==> src/rtl/overlay_window_ctrl.sv <==
// Overlay window controller: tracks the active-pixel position from the video
// timing strobes and raises a registered overlay select inside a rectangle.
// It also emits window-relative coordinates. The window config is double-buffered
// and swaps in only on a vsync rising edge, so a frame never tears.
module overlay_window_ctrl #(
  parameter int CW       = 12,
  parameter int H_ACTIVE = 1920,
  parameter int V_ACTIVE = 1080
) (
  input  logic          clk,
  input  logic          reset,
  input  logic          de_in,
  input  logic          vsync_in,
  input  logic          cfg_valid,
  output logic          cfg_ready,
  input  logic          cfg_en,
  input  logic [CW-1:0] cfg_x0,
  input  logic [CW-1:0] cfg_y0,
  input  logic [CW-1:0] cfg_w,
  input  logic [CW-1:0] cfg_h,
  output logic          overlay_enable,
  output logic [CW-1:0] ovl_x,
  output logic [CW-1:0] ovl_y,
  output logic          frame_start
);

  localparam logic [CW-1:0] X_MAX = CW'(H_ACTIVE - 1);
  localparam logic [CW-1:0] Y_MAX = CW'(V_ACTIVE - 1);

  typedef enum logic {SYNC_WAIT, RUN} state_t;

  state_t        r_state, w_state_nxt;
  logic          r_de, r_vs;
  logic [CW-1:0] r_x, r_y;
  logic          r_pend_v, r_pend_en, r_act_en;
  logic [CW-1:0] r_pend_x0, r_pend_y0, r_pend_w, r_pend_h;
  logic [CW-1:0] r_act_x0, r_act_y0, r_act_w, r_act_h;
  logic          r_ovl_en, r_fs;
  logic [CW-1:0] r_ovl_x, r_ovl_y;

  logic          w_vs_rise, w_de_fall, w_cfg_hs, w_hit, w_run;
  logic [CW:0]   w_x_end, w_y_end;

  assign w_vs_rise = vsync_in & ~r_vs;
  assign w_de_fall = ~de_in & r_de;
  assign w_cfg_hs  = cfg_valid & ~r_pend_v;
  assign w_run     = (r_state == RUN);

  // Window extents one bit wider than the coordinates so x0+w never wraps;
  // a window reaching past the active area simply clips.
  assign w_x_end = {1'b0, r_act_x0} + {1'b0, r_act_w};
  assign w_y_end = {1'b0, r_act_y0} + {1'b0, r_act_h};
  assign w_hit   = r_act_en & de_in & (|r_act_w) & (|r_act_h)
                 & ({1'b0, r_x} >= {1'b0, r_act_x0}) & ({1'b0, r_x} < w_x_end)
                 & ({1'b0, r_y} >= {1'b0, r_act_y0}) & ({1'b0, r_y} < w_y_end);

  // State register for the sync-acquire FSM
  always_ff @(posedge clk) begin
    if (reset) r_state <= SYNC_WAIT;
    else       r_state <= w_state_nxt;
  end

  // Next state: leave SYNC_WAIT on the first frame boundary, then run until reset
  always_comb begin
    w_state_nxt = r_state;
    case (r_state)
      SYNC_WAIT: if (w_vs_rise) w_state_nxt = RUN;
      RUN:       w_state_nxt = RUN;
      default:   w_state_nxt = SYNC_WAIT;
    endcase
  end

  // Delayed strobes for edge detection
  always_ff @(posedge clk) begin
    if (reset) begin
      r_de <= 1'b0;
      r_vs <= 1'b0;
    end else begin
      r_de <= de_in;
      r_vs <= vsync_in;
    end
  end

  // Active-pixel position: x counts pixels in the line, y counts lines, both saturate
  always_ff @(posedge clk) begin
    if (reset || w_vs_rise) begin
      r_x <= '0;
      r_y <= '0;
    end else if (w_de_fall) begin
      r_x <= '0;
      if (r_y != Y_MAX) r_y <= r_y + 1'b1;
    end else if (de_in && (r_x != X_MAX)) begin
      r_x <= r_x + 1'b1;
    end
  end

  // Config double buffer: the handshake fills the pending slot, and the frame boundary commits it
  always_ff @(posedge clk) begin
    if (reset) begin
      r_pend_v  <= 1'b0;
      r_pend_en <= 1'b0;
      r_pend_x0 <= '0;
      r_pend_y0 <= '0;
      r_pend_w  <= '0;
      r_pend_h  <= '0;
      r_act_en  <= 1'b0;
      r_act_x0  <= '0;
      r_act_y0  <= '0;
      r_act_w   <= '0;
      r_act_h   <= '0;
    end else begin
      if (w_vs_rise && r_pend_v) begin
        r_act_en <= r_pend_en;
        r_act_x0 <= r_pend_x0;
        r_act_y0 <= r_pend_y0;
        r_act_w  <= r_pend_w;
        r_act_h  <= r_pend_h;
        r_pend_v <= 1'b0;
      end
      // A write is only taken when the slot was empty, so it never collides with a commit
      if (w_cfg_hs) begin
        r_pend_en <= cfg_en;
        r_pend_x0 <= cfg_x0;
        r_pend_y0 <= cfg_y0;
        r_pend_w  <= cfg_w;
        r_pend_h  <= cfg_h;
        r_pend_v  <= 1'b1;
      end
    end
  end

  // Registered outputs: select and relative coordinates one cycle after the de sample
  always_ff @(posedge clk) begin
    if (reset) begin
      r_ovl_en <= 1'b0;
      r_ovl_x  <= '0;
      r_ovl_y  <= '0;
      r_fs     <= 1'b0;
    end else begin
      r_ovl_en <= w_hit & w_run;
      if (w_hit && w_run) begin
        r_ovl_x <= r_x - r_act_x0;
        r_ovl_y <= r_y - r_act_y0;
      end
      r_fs <= w_vs_rise;
    end
  end

  assign cfg_ready      = ~r_pend_v;
  assign overlay_enable = r_ovl_en;
  assign ovl_x          = r_ovl_x;
  assign ovl_y          = r_ovl_y;
  assign frame_start    = r_fs;

endmodule

==> config.mk <==
export PLATFORM = sky130hd
export DESIGN_NAME = overlay_window_ctrl
export DESIGN_NICKNAME = d
export VERILOG_FILES = /design/src/rtl/overlay_window_ctrl.sv
export SDC_FILE = /design/constraint.sdc
export NUM_CORES = 1
export LEC_CHECK = 0
export ABC_AREA = 1
export CAP_MARGIN = 30
export CORE_ASPECT_RATIO = 1.4
export CORE_MARGIN = 2
export CORE_UTILIZATION = 55
export DETAILED_ROUTE_END_ITERATION = 8
export PLACE_DENSITY_LB_ADDON = 0.3
export SETUP_SLACK_MARGIN = 0.02
export SLEW_MARGIN = 10
export SYNTH_ARGS = -nofsm -noshare
export SYNTH_HDL_FRONTEND = slang
export SYNTH_SLANG_ARGS = --single-unit
==> constraint.sdc <==
create_clock -name clk -period 3.7 [get_ports clk]
set_clock_uncertainty 0.1 [all_clocks]
set_input_delay 0.74 -clock clk [delete_from_list [all_inputs] [get_ports clk]]
set_output_delay 0.74 -clock clk [all_outputs]
set_load 0.02 [all_outputs]
Yosys cells after proc, flatten, opt, wreduce, memory -nomap -nowiden:

Cells that the tools add are included.

* register bits: 152
* input bits: 54
* output and inout bits: 27
* logic and storage cells: 60

* add/subtract/negate cells: 6
* magnitude comparators: 4
* equal/unequal tests: 2
* muxes and demuxes: 4
* bitwise logic cells: 15
* reduce and logical (&&, ||, !) cells: 9

Operators with widths (number)
* adder 12 x 12 -> 13 bit: 2
* < comparator 12 x 13 -> 1 bit: 2
* adder 12 x 1 -> 12 bit, second input constant: 2
* >= comparator 12 bit: 2
* != test 12 x 11 -> 1 bit, second input constant: 2
* OR reduction 12 bit: 2
* subtractor 12 bit: 2
* AND 1 bit: 11
* inverter 1 bit: 4
* logical AND 1 bit: 3
* 2-to-1 mux 1 bit: 3
* case mux 1 bit (2 select lines): 1
* AND reduction 2 bit: 1
* nonzero test 2 bit: 1
* OR reduction 2 bit: 1
* logical OR 1 bit: 1

Depth between registers and ports, before layout:

* word-level depth: 8
* mapped depth: 20
* gate-level depth less buffers: 19

Least setup slack after synthesis:

No wires, ideal clock.

* kind: register to register
* from: reg r_act_x0[0]
* to: reg r_ovl_x[3], in the netlist ovl_x[3]
* setup time: 113 ps
* data arrival time: 2809 ps
* required time: 3487 ps
* path slack: 678 ps
* cell stages (with the launch flop): 21
* buffers on the path: 2
* cells stage by stage: dfxtp_1 ha_1 inv_1 fa_1 nand3b_1 nand2_1 a21oi_1 nor2_1 nor2_1 xor2_1 ha_1 a21oi_1 o21bai_1 nand4_1 nand3_1 nor2_1 nand4_2 buf_6 buf_6 nor2_1 nor2_1

* word-level cells in the longest chain between the ends: 6

RTL lines
* start, declared: line 37 `logic [CW-1:0] r_act_x0, r_act_y0, r_act_w, r_act_h;`
* start signal, assigned: line 114 `r_act_x0 <= r_pend_x0;`
* adder 12 x 12 -> 13 bit / >= comparator 12 bit (equally long branches): line 51, 54
* < comparator 12 x 13 -> 1 bit / AND 1 bit (equally long branches): line 54 `& ({1'b0, r_x} >= {1'b0, r_act_x0}) & ({1'b0, r_x} < w_x_end)`
* AND 1 bit: line 54
* AND 1 bit (2 in a row): line 55 `& ({1'b0, r_y} >= {1'b0, r_act_y0}) & ({1'b0, r_y} < w_y_end);`
* logical AND 1 bit: line 141 `if (w_hit && w_run) begin`
* end signal, assigned: line 142 `r_ovl_x <= r_x - r_act_x0;`
* end, declared: line 39 `logic [CW-1:0] r_ovl_x, r_ovl_y;`

Parallel ways exist; a longest one is shown, timed or not.
A chain may end at the register's enable or synchronous reset.

Final worst setup path:

* from: reg r_act_y0[0]
* to: reg r_ovl_y[1], in the netlist ovl_y[1]

* word-level cells in the longest chain between the ends: 4

RTL lines
* start, declared: line 37
* start signal, assigned: line 115 `r_act_y0 <= r_pend_y0;`
* adder 12 x 12 -> 13 bit / >= comparator 12 bit (equally long branches): line 52, 55
* < comparator 12 x 13 -> 1 bit / AND 1 bit (equally long branches): line 55
* AND 1 bit: line 55
* logical AND 1 bit: line 141
* end signal, assigned: line 143 `r_ovl_y <= r_y - r_act_y0;`
* end, declared: line 39

Parallel ways exist; a longest one is shown, timed or not.

==> impl_metrics.csv <==
group,metric,value,unit
clock_tree,clockBufferDepth,2,
synthesis,ys_ff_latch,152,
placed_design,port_buffers,80,
sta,relSlewSlack,54.3,%
worst_setup_path,max_stage_delay,420,ps
power_and_ir_drop,seq_power_share,42.3,%
sta,finalSetupTns,0,ps
worst_setup_path,crit_family,"adder cells",
worst_setup_path,cp_common_cell,"nand2_1",
routing,wl_met2,9.08,mm
sta,hold_ws,348,ps
placed_design,gp_congestion,0.904,
clock_tree,insertion_delay,430,ps
synthesis,synth_nets,1312,
routing,drcViolationCount,0,
routing,wl_met1,8.79,mm
finish,drive_gt1_share,6.33,%
floorplan,start_util,55.9,%
routing,route.top_layer_used,"met4",
routing,drtAntennaViolNets,0,
power_and_ir_drop,intPower,0.00300,W
synthesis,synth_area,8380,um2
clock_tree,cts-root-buf,"clkbuf_16",
sta,finalHoldViolations,0,
worst_setup_path,cp_max_fo,48,
global_routing,grt_antenna_before_repair,0,
power_and_ir_drop,p_per_area,420,nW/um2
finish,instances_no_fill,1456,
synthesis,yosys_warnings,0,
floorplan,rows,53,
worst_setup_path,crit_type,"flip-flop to flip-flop",
sta,rsz0062_at_grt,"no",
power_and_ir_drop,swShare,28.1,%
synthesis,synthTopCellsByArea,"dfxtp_1 (36%), ha_1 (11%), nor2_1 (9.4%)",
finish,diodes,0,
power_and_ir_drop,clkPwrFrac,42.5,%
worst_setup_path,slowest_stage,"fa_1",
clock_tree,cts_made_buffers,17,
floorplan,die_y,150,um
clock_tree,cts_tree,"built",
power_and_ir_drop,power_leakage,4.48,nW
placed_design,pre_cts_ws,264,ps
job,max-cap-violations,0,
routing,vias,7596,
global_routing,gr-total-overflow,0,
synthesis,synth_area_leader_cell,"dfxtp_1",
finish,layout.nets,1381,
worst_setup_path,arrival,3540,ps
floorplan,ios,81,
placed_design,hpwlAfterDp,13.9,mm
synthesis,synthFlopType,"dfxtp_1",
global_routing,grtUsageTotal,24.9,%
routing,vias_per_cell,5.22,
global_routing,first_global_vias,7212,
finish,final_common_cell,"nor2_1",
sta,worst_slew_pin_slew,684,ps
floorplan,die_area,16300,um2
worst_setup_path,cp.buffers_inverters,2,
routing,drtPass1Iterations,5,
global_routing,grt_pass1_wl,32.7,mm
floorplan,die_x,108,um
min_path,hold_path.class,"flip-flop to flip-flop",
finish,fin_util,66.4,%
synthesis,synth_top_area_share,36.3,%
worst_setup_path,worstSetupEndpointType,"flip-flop",
worst_setup_path,start_kind,"flip-flop",
clock_tree,holdBufCountCts,0,
global_routing,grt_max_degree,124,
floorplan,coreArea,15000,um2
synthesis,synth_area_per_cell,7.09,um2
clock_tree,cts_sinks,152,
worst_setup_path,cp_cell_sequence,"ha_1, inv_1, fa_1, o21ai_2, a21oi_1, xor2_1, ha_1, nand2_1, o21ai_0, nor2_1, nand2_1, nand2_1, nand2_1, nand2_1, nand4_2, buf_6, nand2_1, nand2_1, nor2_1",
clock_tree,cts_resized,0,
sta,slew_viol_final,0,
synthesis,synth.distinct_cells,35,
routing,wl,19.0,mm
placed_design,dp_cells,1423,
sta,setup_violations,0,
clock_tree,post_cts.repair.setup_buffers,0,
synthesis,synth_edf_count,0,
finish,mostFrequentLayoutCells,"nor2_1 (208), nand2_1 (178), dfxtp_1 (152)",
finish,syn2layout_area_growth,18.7,%
clock_tree,cts.clk_slew.worst_paths,60,ps
routing,met3_length,745,um
sta,fin_crit_sh,89.6,%
clock_tree,htreeDepth,4,
synthesis,syn_inst,1182,
power_and_ir_drop,pwr-share-comb,15.2,%
sta,setup_ws,385,ps
outcome,status,"complete, no violations",
sta,period_minus_slack,3320,ps
synthesis,seq_area_frac_synth,36.3,%
synthesis,synthArstFlopShare,0,%
worst_setup_path,worstPathRequired,3920,ps
power_and_ir_drop,ir_worst_vdd,0.000356,V
power_and_ir_drop,p_switching,0.00117,W
routing,wl_per_cell,13.1,um
sta,fmax,302,MHz
routing,drtIter0Drc,362,
[synth_stat cells, drive strengths merged, types with 2 or more instances]
cell type	count
nand2	178
nor3	21
clkbuf	34
a21oi	106
a31oi	4
nand3b	2
a211oi	2
a21o	3
inv	143
fa	4
o21ai	125
nand3	32
nor3b	2
xor2	28
clkinv	2
dfxtp	152
buf	5
o21bai	3
xnor2	16
a21boi	2
ha	72
nor2	227
nand4	13
nor4	2
[tightest hold or removal path: cells and delay by family, from the launching register on]
kind	cells	cell delay (ps)
AO/OA/AOI/OAI	1	50
flip-flops	1	300
buffers and inverters	1	50
[metal layers]
layer	vias to the layer above	global-route usage [%]
met4	0	8.85
met2	204	41.9
met5	-	0
met1	3383	32.2
met3	38	4.05
li1	3971	-
[path summary, 6_finish.rpt]
kind,start,to,slack (ps),cells after the start
worst min-delay path,r_act_en,r_act_en,350,2
worst max-delay path,r_act_y0[0],ovl_y[1],380,19
worst min register to register,r_act_en,r_act_en,350,2
worst max register to register,r_act_y0[0],ovl_y[1],380,19
[power by group through the flow]
stage                     clock [W]  sequential, W  combinational, W
after floorplan                   0        0.00179          0.000443
after global placement            0        0.00180          0.000608
after detailed placement          0        0.00180          0.000622
after CTS                   0.00180        0.00176          0.000630
after global routing        0.00187        0.00177          0.000722
final                       0.00178        0.00176          0.000635
[final cells by class]
class,instances,area [um2]
flip-flops and latches,152,3040
clock inverters,14,163
inverters,145,544
repair buffers,89,892
multi-input cells,846,4620
clock buffers,18,439
well taps,192,240
fillers,1326,5040
[logic make-up (layout without fill, tap and decap cells)]
group,after synthesis,after routing,synth area share (%)
buffers and inverters,184,266,8.54
adders and majority gates,76,76,11.7
AOI/OAI and AO/OA,247,247,15.2
DFF,152,152,36.3
and+or+nand+nor,479,479,23.6
xor gates and xnor gates,44,44,4.60
[per-stage QoR]
| stage | total power, W | cell area (um2) |
|---|---|---|
| 4_1_cts | 0.00419 | 9910 |
| 5_1_grt | 0.00437 | 9940 |
| 3_3_place_gp | 0.00240 | 9310 |
| 2_1_floorplan | 0.00223 | 8380 |
| 3_5_place_dp | 0.00242 | 9310 |
| 6_report | 0.00418 | 9940 |
Note: power is estimated with default switching activity, not from simulation.
